**src/rtl/scariv_regwrite_arbiter_if.sv**
```systemverilog
// Writeback bus between the requesters and the register-write arbiter.
//   i_req_valid/i_req_rnid/i_req_data : per-requester write request
//   o_req_ready                       : per-requester accept (registered state only)
//   o_wr_valid/o_wr_rnid/o_wr_data    : physical register write ports
//   o_busy                            : anything queued or being written
// slave  : arbiter side.  master : requester / register-file side.
interface scariv_regwrite_arbiter_if #(
    parameter int REQ_NUM      = 4,
    parameter int WR_PORT_SIZE = 2,
    parameter int RNID_W       = 7,
    parameter int WIDTH        = 64
);
    logic [REQ_NUM-1:0]                   i_req_valid;
    logic [REQ_NUM-1:0][RNID_W-1:0]       i_req_rnid;
    logic [REQ_NUM-1:0][WIDTH-1:0]        i_req_data;
    logic [REQ_NUM-1:0]                   o_req_ready;
    logic [WR_PORT_SIZE-1:0]              o_wr_valid;
    logic [WR_PORT_SIZE-1:0][RNID_W-1:0]  o_wr_rnid;
    logic [WR_PORT_SIZE-1:0][WIDTH-1:0]   o_wr_data;
    logic                                 o_busy;

    modport slave (
        input  i_req_valid, i_req_rnid, i_req_data,
        output o_req_ready, o_wr_valid, o_wr_rnid, o_wr_data, o_busy
    );

    modport master (
        output i_req_valid, i_req_rnid, i_req_data,
        input  o_req_ready, o_wr_valid, o_wr_rnid, o_wr_data, o_busy
    );
endinterface

```
**src/rtl/scariv_regwrite_arbiter.sv**
```systemverilog
// Register writeback arbiter: each requester owns a 2-entry FIFO; every cycle
// up to WR_PORT_SIZE non-empty FIFOs are granted in round-robin order and their
// heads are registered onto the write ports (one entry per FIFO per cycle).
//   i_clk, i_reset_n : clock, asynchronous active-low reset
//   bus (slave)      : request inputs, ready, write ports, busy
module scariv_regwrite_arbiter #(
    parameter int REQ_NUM      = 4,
    parameter int WR_PORT_SIZE = 2,
    parameter int RNID_W       = 7,
    parameter int WIDTH        = 64,
    parameter int DROP_RNID0   = 1
) (
    input  logic                     i_clk,
    input  logic                     i_reset_n,
    scariv_regwrite_arbiter_if.slave bus
);
    localparam int RR_W   = (REQ_NUM > 1) ? $clog2(REQ_NUM) : 1;
    localparam int PORT_W = (WR_PORT_SIZE > 1) ? $clog2(WR_PORT_SIZE) : 1;

    logic [REQ_NUM-1:0][1:0][RNID_W-1:0] ent_rnid_q, ent_rnid_d;
    logic [REQ_NUM-1:0][1:0][WIDTH-1:0]  ent_data_q, ent_data_d;
    logic [REQ_NUM-1:0][1:0]             cnt_q, cnt_d;
    logic [REQ_NUM-1:0]                  wptr_q, wptr_d;
    logic [REQ_NUM-1:0]                  rptr_q, rptr_d;
    logic [RR_W-1:0]                     rr_ptr_q, rr_ptr_d;
    logic [WR_PORT_SIZE-1:0]             wr_valid_q, wr_valid_d;
    logic [WR_PORT_SIZE-1:0][RNID_W-1:0] wr_rnid_q, wr_rnid_d;
    logic [WR_PORT_SIZE-1:0][WIDTH-1:0]  wr_data_q, wr_data_d;

    logic [REQ_NUM-1:0] ready;
    logic [REQ_NUM-1:0] grant;
    logic [REQ_NUM-1:0] accept;
    logic [RR_W:0]      sum;
    logic [RR_W-1:0]    idx;
    logic [PORT_W:0]    n_grant;
    logic [PORT_W-1:0]  port;

    always_comb begin
        for (int i = 0; i < REQ_NUM; i++) begin
            ready[i] = (cnt_q[i] != 2'd2);
        end
    end

    // Round-robin grant: walk rr_ptr, rr_ptr+1, ... (mod REQ_NUM) and hand
    // the first WR_PORT_SIZE non-empty FIFOs to ports 0, 1, ... in that order.
    always_comb begin
        grant      = '0;
        wr_valid_d = '0;
        wr_rnid_d  = '0;
        wr_data_d  = '0;
        rr_ptr_d   = rr_ptr_q;
        n_grant    = '0;
        sum        = '0;
        idx        = '0;
        port       = '0;
        for (int k = 0; k < REQ_NUM; k++) begin
            sum = {1'b0, rr_ptr_q} + (RR_W+1)'(k);
            if (sum >= (RR_W+1)'(REQ_NUM)) begin
                sum = sum - (RR_W+1)'(REQ_NUM);
            end
            idx  = sum[RR_W-1:0];
            port = n_grant[PORT_W-1:0];
            if (cnt_q[idx] != 2'd0 && n_grant < (PORT_W+1)'(WR_PORT_SIZE)) begin
                grant[idx]       = 1'b1;
                wr_valid_d[port] = 1'b1;
                wr_rnid_d[port]  = ent_rnid_q[idx][rptr_q[idx]];
                wr_data_d[port]  = ent_data_q[idx][rptr_q[idx]];
                n_grant          = n_grant + 1'b1;
                rr_ptr_d         = (idx == RR_W'(REQ_NUM - 1)) ? '0 : idx + RR_W'(1);
            end
        end
    end

    // FIFO bookkeeping. A free slot always sits at wptr when ready is high,
    // including count=1 with a same-cycle dequeue, so enqueue never clobbers
    // the head being read out.
    always_comb begin
        ent_rnid_d = ent_rnid_q;
        ent_data_d = ent_data_q;
        cnt_d      = cnt_q;
        wptr_d     = wptr_q;
        rptr_d     = rptr_q;
        accept     = '0;
        for (int i = 0; i < REQ_NUM; i++) begin
            // rnid 0 is handshaken (ready stays up) but never stored.
            accept[i] = bus.i_req_valid[i] && ready[i] &&
                        !((DROP_RNID0 != 0) && (bus.i_req_rnid[i] == '0));
            if (accept[i]) begin
                ent_rnid_d[i][wptr_q[i]] = bus.i_req_rnid[i];
                ent_data_d[i][wptr_q[i]] = bus.i_req_data[i];
                wptr_d[i]                = ~wptr_q[i];
            end
            if (grant[i]) begin
                rptr_d[i] = ~rptr_q[i];
            end
            if (accept[i] && !grant[i]) begin
                cnt_d[i] = cnt_q[i] + 2'd1;
            end else if (grant[i] && !accept[i]) begin
                cnt_d[i] = cnt_q[i] - 2'd1;
            end
        end
    end

    always_ff @(posedge i_clk or negedge i_reset_n) begin
        if (!i_reset_n) begin
            ent_rnid_q <= '0;
            ent_data_q <= '0;
            cnt_q      <= '0;
            wptr_q     <= '0;
            rptr_q     <= '0;
            rr_ptr_q   <= '0;
            wr_valid_q <= '0;
            wr_rnid_q  <= '0;
            wr_data_q  <= '0;
        end else begin
            ent_rnid_q <= ent_rnid_d;
            ent_data_q <= ent_data_d;
            cnt_q      <= cnt_d;
            wptr_q     <= wptr_d;
            rptr_q     <= rptr_d;
            rr_ptr_q   <= rr_ptr_d;
            wr_valid_q <= wr_valid_d;
            wr_rnid_q  <= wr_rnid_d;
            wr_data_q  <= wr_data_d;
        end
    end

    always_comb begin
        bus.o_busy = |wr_valid_q;
        for (int i = 0; i < REQ_NUM; i++) begin
            if (cnt_q[i] != 2'd0) begin
                bus.o_busy = 1'b1;
            end
        end
    end

    assign bus.o_req_ready = ready;
    assign bus.o_wr_valid  = wr_valid_q;
    assign bus.o_wr_rnid   = wr_rnid_q;
    assign bus.o_wr_data   = wr_data_q;

`ifndef SYNTHESIS
    // Two ports writing the same physical register in one cycle is a
    // rename bug upstream; flag it loudly.
    always @(posedge i_clk) begin
        if (i_reset_n) begin
            for (int a = 0; a < WR_PORT_SIZE; a++) begin
                for (int b = a + 1; b < WR_PORT_SIZE; b++) begin
                    if (wr_valid_q[a] && wr_valid_q[b]) begin
                        assert (wr_rnid_q[a] != wr_rnid_q[b]);
                    end
                end
            end
        end
    end
`endif
endmodule

```
**src/flat_wrapper.sv**
```systemverilog
// flat-port wrapper written by rule: the top's interface ports become plain ports
module scariv_regwrite_arbiter_flat 
#(
    parameter int REQ_NUM      = 4,
    parameter int WR_PORT_SIZE = 2,
    parameter int RNID_W       = 7,
    parameter int WIDTH        = 64,
    parameter int DROP_RNID0   = 1
)
  (i_clk, i_reset_n, bus_i_req_valid, bus_i_req_rnid, bus_i_req_data, bus_o_req_ready, bus_o_wr_valid, bus_o_wr_rnid, bus_o_wr_data, bus_o_busy);
  scariv_regwrite_arbiter_if #(.REQ_NUM(REQ_NUM), .WR_PORT_SIZE(WR_PORT_SIZE), .RNID_W(RNID_W), .WIDTH(WIDTH)) bus_i ();
  input  logic i_clk;
  input  logic i_reset_n;
  input wire logic [$bits(bus_i.i_req_valid)-1:0] bus_i_req_valid;
  input wire logic [$bits(bus_i.i_req_rnid)-1:0] bus_i_req_rnid;
  input wire logic [$bits(bus_i.i_req_data)-1:0] bus_i_req_data;
  output wire logic [$bits(bus_i.o_req_ready)-1:0] bus_o_req_ready;
  output wire logic [$bits(bus_i.o_wr_valid)-1:0] bus_o_wr_valid;
  output wire logic [$bits(bus_i.o_wr_rnid)-1:0] bus_o_wr_rnid;
  output wire logic [$bits(bus_i.o_wr_data)-1:0] bus_o_wr_data;
  output wire logic [$bits(bus_i.o_busy)-1:0] bus_o_busy;
  assign bus_i.i_req_valid = bus_i_req_valid;
  assign bus_i.i_req_rnid = bus_i_req_rnid;
  assign bus_i.i_req_data = bus_i_req_data;
  assign bus_o_req_ready = bus_i.o_req_ready;
  assign bus_o_wr_valid = bus_i.o_wr_valid;
  assign bus_o_wr_rnid = bus_i.o_wr_rnid;
  assign bus_o_wr_data = bus_i.o_wr_data;
  assign bus_o_busy = bus_i.o_busy;
  scariv_regwrite_arbiter #(.REQ_NUM(REQ_NUM), .WR_PORT_SIZE(WR_PORT_SIZE), .RNID_W(RNID_W), .WIDTH(WIDTH), .DROP_RNID0(DROP_RNID0)) u_core (.i_clk(i_clk), .i_reset_n(i_reset_n), .bus(bus_i));
endmodule
```
**config.mk**
```make
export PLATFORM = sky130hd
export DESIGN_NAME = scariv_regwrite_arbiter_flat
export DESIGN_NICKNAME = d
export VERILOG_FILES = /design/src/rtl/scariv_regwrite_arbiter_if.sv /design/src/rtl/scariv_regwrite_arbiter.sv /design/src/flat_wrapper.sv
export SDC_FILE = /design/constraint.sdc
export NUM_CORES = 2
export LEC_CHECK = 0
export BUFFER_PORTS_ARGS = -buffer_cell sky130_fd_sc_hd__buf_2
export CAP_MARGIN = 20
export CELL_PAD_IN_SITES_DETAIL_PLACEMENT = 1
export CELL_PAD_IN_SITES_GLOBAL_PLACEMENT = 1
export CORE_UTILIZATION = 40
export DETAILED_ROUTE_END_ITERATION = 7
export MAX_ROUTING_LAYER = met4
export PLACE_DENSITY = 0.73
export SETUP_SLACK_MARGIN = 0.5
export SYNTH_ARGS = -nofsm -noshare
export SYNTH_HDL_FRONTEND = slang
export SYNTH_SLANG_ARGS = --single-unit
export TNS_END_PERCENT = 30
```
**constraint.sdc**
```tcl
create_clock -name i_clk -period 3.5 [get_ports i_clk]
set_input_delay 0.35 -clock i_clk [delete_from_list [all_inputs] [get_ports i_clk]]
set_output_delay 0.35 -clock i_clk [all_outputs]
set_load 0.02 [all_outputs]
```
# Yosys cells after proc, flatten, opt, wreduce, memory -nomap -nowiden
# Index checks and enable logic that the tools add are counted.
# totals
out_inout_bits,149
inputBits,290
reg_bits,730
# classes
add_sub_neg,21
mux,147
n_eq_ne,8
order_cmp,33
reduce_logical,60
n_bitwise,14
# ops
op,n
128-bit binary-select mux with 2-bit select,4
64-bit 2-to-1 mux,16
128-bit bitwise mux,7
128-bit 2-to-1 mux,7
64-bit demux with 1-bit select,7
14-bit binary-select mux with 2-bit select,4
7-bit 2-to-1 mux,16
14-bit bitwise mux,7
14-bit 2-to-1 mux,7
2-bit 2-to-1 mux,29
7-bit demux with 1-bit select,7
1-bit logical AND,30
7-bit zero test,4
1-bit by 2-bit < comparator with 1-bit output (second input constant),12
2-bit nonzero test,12
2-bit by 1-bit adder with 2-bit output (second input constant),9
1-bit 2-to-1 mux,17
2-bit binary-select mux with 2-bit select,4
4-bit 2-to-1 mux,4
2-bit by 1-bit subtractor with 2-bit output (second input constant),8
1-bit zero test,12
2-bit by 3-bit < comparator with 1-bit output (second input constant),4
4-bit bitwise OR,3
3-bit greater-or-equal comparator (second input constant),3
other kinds (17),50

# Logic depth before layout (Yosys ltp)
# depth
depth_word,18
ltp_mapped,19

# Worst setup path before layout
# OpenSTA, ideal clock, no wires.
# synth_timing
path_type,flip-flop to flip-flop
from,register u_core.rr_ptr_q[0]
to,register u_core.cnt_q[3] in the netlist's numbering
stages_incl_launch_ff,20
setup_slack_ps,-374
t_required_ps,3421
setup_time_ps,79
t_arrival_ps,3795
period_less_slack_ps,3874
path_cell_list,dfrtp_1 -> buf_6 -> inv_1 -> clkbuf_1 -> ha_1 -> buf_2 -> nor4_1 -> a21oi_2 -> nand2_1 -> inv_2 -> ha_1 -> buf_4 -> or2_2 -> buf_1 -> a21oi_1 -> a21boi_0 -> ha_1 -> xor2_1 -> nor2_1 -> xor2_1
# synth_via
elab_chain_len,18
# synth_rtl
element,line_no,rtl
from (decl),scariv_regwrite_arbiter.sv:25,"logic [RR_W-1:0] rr_ptr_q, rr_ptr_d;"
from (signal assigned),scariv_regwrite_arbiter.sv:121,rr_ptr_q <= rr_ptr_d;
2-bit by 3-bit greater-or-equal comparator with 1-bit output or 2-bit by 1-bit subtractor with 2-bit output (tied branches),"scariv_regwrite_arbiter.sv:58, scariv_regwrite_arbiter.sv:59",
2-bit 2-to-1 mux,scariv_regwrite_arbiter.sv:58,if (sum >= (RR_W+1)'(REQ_NUM)) begin
2-bit binary-select mux with 2-bit select,scariv_regwrite_arbiter.sv:63,if (cnt_q[idx] != 2'd0 && n_grant < (PORT_W+1)'(WR_PORT_SIZE)) begin
2-bit 2-to-1 mux (implied by the code),scariv_regwrite_arbiter.sv:63,
2-bit nonzero test,scariv_regwrite_arbiter.sv:63,
1-bit 2-to-1 mux,scariv_regwrite_arbiter.sv:63,
1-bit by 2-bit < comparator with 1-bit output,scariv_regwrite_arbiter.sv:63,
1-bit logical AND,scariv_regwrite_arbiter.sv:63,
[... 2 more ...],-,
1-bit logical AND,scariv_regwrite_arbiter.sv:63,
2-bit 2-to-1 mux,scariv_regwrite_arbiter.sv:63,
2-bit < comparator,scariv_regwrite_arbiter.sv:63,
1-bit logical AND,scariv_regwrite_arbiter.sv:63,
4-bit 2-to-1 mux *,scariv_regwrite_arbiter.sv:63,
1-bit zero test,scariv_regwrite_arbiter.sv:96,if (accept[i] && !grant[i]) begin
1-bit logical AND,scariv_regwrite_arbiter.sv:96,
2-bit 2-to-1 mux or 2-bit nonzero test (tied branches),-,
to (signal assigned),scariv_regwrite_arbiter.sv:118,cnt_q <= cnt_d;
to (decl),scariv_regwrite_arbiter.sv:22,"logic [REQ_NUM-1:0][1:0] cnt_q, cnt_d;"
# Mark *: on every way between the ends. The rest lies on a longest branch, timed or not. The select of a mux whose other input is x is not followed.
# A chain may end at the register's enable or synchronous reset.

# Worst setup path in the final report
# layout_timing
from,register u_core.rr_ptr_q[0]
to,register u_core.cnt_q[7] in the netlist's numbering
# Same word-level chain as after synthesis.

==> results by group <==
Critical path
  – Critical path capture point type: flip-flop
  – Critical path launch point type: flip-flop
  – Worst R2R Setup Slack: 390 ps
  – Buf/Inv on CP: 4
  – CP delay by family, top: compound AO/OA/AOI/OAI gates
  – CP most frequent cell: ha_4
  – Reg-to-reg startpoint: u_core.rr_ptr_q[0]$_DFFE_PN0P_
  – Worst EP required: 4070 ps
  – CP max FO: 8
  – Reg2Reg Depth: 16
  – Critical path's slowest cell: dfrtp_4
  – Arrival time worst endpoint: 3680 ps
  – Path type of the worst setup path: flip-flop to flip-flop
  – CP Cell Sequence: inv_4 > ha_4 > buf_6 > nor2b_4 > a21oi_4 > nand2_4 > inv_8 > ha_4 > nor2_4 > buf_6 > a222oi_1 > a21boi_4 > ha_4 > xor2_2 > nor2_2 > xor2_1
  – Critical path's largest stage delay: 500 ps
  – Reg2reg end: u_core.cnt_q[7]$_DFFE_PN0P_

Placement
  – Dpl ws: 137 ps
  – Placer congestion estimate: 0.879
  – Dpl hpwl: 108,000 um
  – Number of port buffers: 438

GRT
  – Total track usage: 33.2%
  – Global-route wire length before repair: about 270,000 um
  – Initial antenna violation count: 14
  – Number of global-route vias before repair: approximately 40,000
  – Largest net degree at the start of global routing: about 180
  – Gr ovfl total: 0

Synth
  – EDFF count, synth: 0
  – Post-Synth Adder-Cell Area: 0.281%
  – Largest family of logic cells by synthesized area: multiplexers
  – Yosys warning total: 0
  – Syn nets: 4,214
  – Top FF cell, synth: dfrtp_1
  – Syn avg cell area: 11.4 um2
  – Post-Synth Simple-Gate Area: around 8.3%
  – Compound-gate portion of the synthesized area: 9.38%
  – Multiplexer share of the synthesized area: around 37%
  – Synthesized cell area: 0.0445 mm2
  – Synth Instances: 3,914
  – XOR/XNOR Fraction of Synth Area: less than 1%
  – Post-synthesis cell type count: 63
  – Seq/Total Area, Yosys: between 40% and 50%
  – FFs w/ async S/R, synth: 100%
  – Synth Register Bits: 730

Routing
  – Vias per inst: 6.36
  – Routed WL: 187,000 um
  – Drt first pass iters: 8
  – First DRT Iteration DRCs: 3,647
  – Vias after detailed routing: 39,100
  – Drt drc: 2
  – Antenna-violating nets left: 0
  – Wire length per cell: between 30 and 40 um

Cells and area
  – Area Growth Syn to Fin: 25.8%
  – Nets: 4,874
  – Ratio of cells with drive above 1 in the final layout: 37.0%
  – Finished Core Util: 50.7%

Worst hold path
  – Hold endpoint: u_core.wptr_q[1]$_DFFE_PN0P_
  – Hold Path Depth: 3
  – Origin of the worst min-delay path: bus_i_req_valid[1]
  – HP Class: input pin to flip-flop

Floorplan
  – Width of the die: 336 um
  – Die H: 336 um
  – Core area: roughly 0.11 mm2
  – Boundary Pins: about 440
  – Die ar.: 0.113 mm2
  – Initial Util: 40.3%
  – # rows: 122

Clocking
  – Sink Count: 730
  – Clock Tree Root: clkbuf_16
  – Num CTS Buffers: between 80 and 90
  – Clock transition at path regs: 70 ps
  – H-tree Lvls: 3
  – Worst skew pair latency: 690 ps
  – CTS tree: yes
  – Longest Clk Path Bufs: 3

Timing
  – Relative slew slack: 24.9%
  – Period utilization: about nine tenths
  – Crit path time final: ~3100 ps
  – Final hold violation count: 0
  – Setup violators final: 0
  – Worst Tran Pin Value: about 1100 ps
  – RSZ-0062 raised after global routing: true
  – Setup TNS: 0 ps
  – Final slew viol count: 0
  – Worst Skew: 26.4 ps
  – Worst Slack Setup Final: 394 ps
  – Peak Freq: 0.322 GHz

Flow run
  – Total of max-cap violations: 0

Outcome
  – Status: finished, violations left
  – Failing checks: design-rule violations
area by class of cell:
class / count / area (um2)
Inverter: 8 / 42.5
Sequential cell: 730 / 18300
Tap cell: 1488 / 1860
Clock inverter: 36 / 387
Timing Repair Buffer: 907 / 7590
Clock buffer: 122 / 2640
Fill cell: 11700 / 54500
Multi-Input combinational cell: 2838 / 25200
Antenna cell: 13 / 32.5
sequential cells by signal (all words and copies together), names as in the netlist:
signal,count
u_core.cnt_q,8
u_core.rr_ptr_q,2
u_core.bus.o_wr_rnid,14
u_core.ent_data_q,512
u_core.bus.o_wr_valid,2
u_core.ent_rnid_q,56
u_core.bus.o_wr_data,128
u_core.wptr_q,4
u_core.rptr_q,4
Yosys cell counts, drive strengths merged, types with 76 or more instances:
| cell type | n | area [um2] |
|---|---|---|
| mux2i | 502 | 5020 |
| buf | 107 | 777 |
| mux2 | 572 | 6440 |
| nand2 | 643 | 2410 |
| clkbuf | 232 | 875 |
| mux4 | 219 | 4940 |
| o21ai | 144 | 724 |
| nor3 | 76 | 397 |
| dfrtp | 730 | 18300 |
| nand3 | 78 | 390 |
| a21oi | 147 | 751 |
| nor2 | 92 | 345 |
worst min-delay path, stage by stage:
cell and delay [ps]:
buf_2 150, nand3_1 180, xnor2_1 80
through the flow:
| step | cells | hold WS, ps | area (um2) |
|---|---|---|---|
| after floorplan | 3914 | 54.4 | 45000 |
| after global routing | 6141 | 127 | 56000 |
| after CTS | 6095 | 22.0 | 55400 |
| after detailed placement | 5638 | 340 | 49300 |
| final | 6142 | 128 | 56000 |
| after global placement | 5638 | 344 | 49300 |
routing by layer:
metal  share of wire [%]  wire [um]  global-route usage (%)
met2                  48      89200                    52.0
met1                  40      74000                    41.7
met5                   0          0                       -
met3                 7.8      14600                    5.67
met4                 5.0       9260                    16.0
what timing repair did:
| action | CTS | global route |
|---|---|---|
| gates resized for setup | 14 | 35 |
| pin swaps | 3 | 18 |
| setup buffers | 9 | 24 |
| cloned | 5 | 9 |
| endpoints found under the setup margin | 150 | 162 |
| hold endpoints to repair | 612 | 0 |
| hold buffers | 285 | 0 |
kinds of logic (layout without fill, tap and decap cells):
group           after synthesis  after routing
mux                        1293           1293
simple gates                914            915
flops                       730            730
compound gates              600            600
buf+inv                     347           1073
xor+xnor                     20             20
fa+ha+maj                    10             10
other cells                   0             13
layout by cell type (no fill, tap or decap), types with 76 or more instances in the layout:
| cell type | instances |
|---|---|
| mux2_2 | 570 |
| clkbuf_16 | 102 |
| buf_2 | 437 |
| buf_4 | 97 |
| nor2_1 | 83 |
| mux4_2 | 215 |
| a21oi_1 | 143 |
| nand3_1 | 76 |
| dlygate4sd3_1 | 285 |
| o21ai_0 | 142 |
| mux2i_1 | 500 |
| nand2_1 | 637 |
| dfrtp_1 | 726 |
worst max-delay path by stage:
stage	start	endpoint	slack (ps)	cells after the start
2_1_floorplan	u_core.rr_ptr_q[0]$_DFFE_PN0P_	u_core.cnt_q[7]$_DFFE_PN0P_	250	19
3_3_place_gp	u_core.rr_ptr_q[1]$_DFFE_PN0P_	u_core.bus.o_wr_rnid[6]$_DFF_PN0_	230	8
3_5_place_dp	u_core.rr_ptr_q[1]$_DFFE_PN0P_	u_core.bus.o_wr_rnid[13]$_DFF_PN0_	140	8
4_1_cts	u_core.rr_ptr_q[1]$_DFFE_PN0P_	u_core.cnt_q[7]$_DFFE_PN0P_	460	15
5_1_grt	u_core.rr_ptr_q[0]$_DFFE_PN0P_	u_core.cnt_q[7]$_DFFE_PN0P_	320	16
6_report	u_core.rr_ptr_q[0]$_DFFE_PN0P_	u_core.cnt_q[7]$_DFFE_PN0P_	390	16
Power is left out: the tool's default activity adds up to more than one toggle a clock period on the data nets, which glitch-free logic cannot reach.
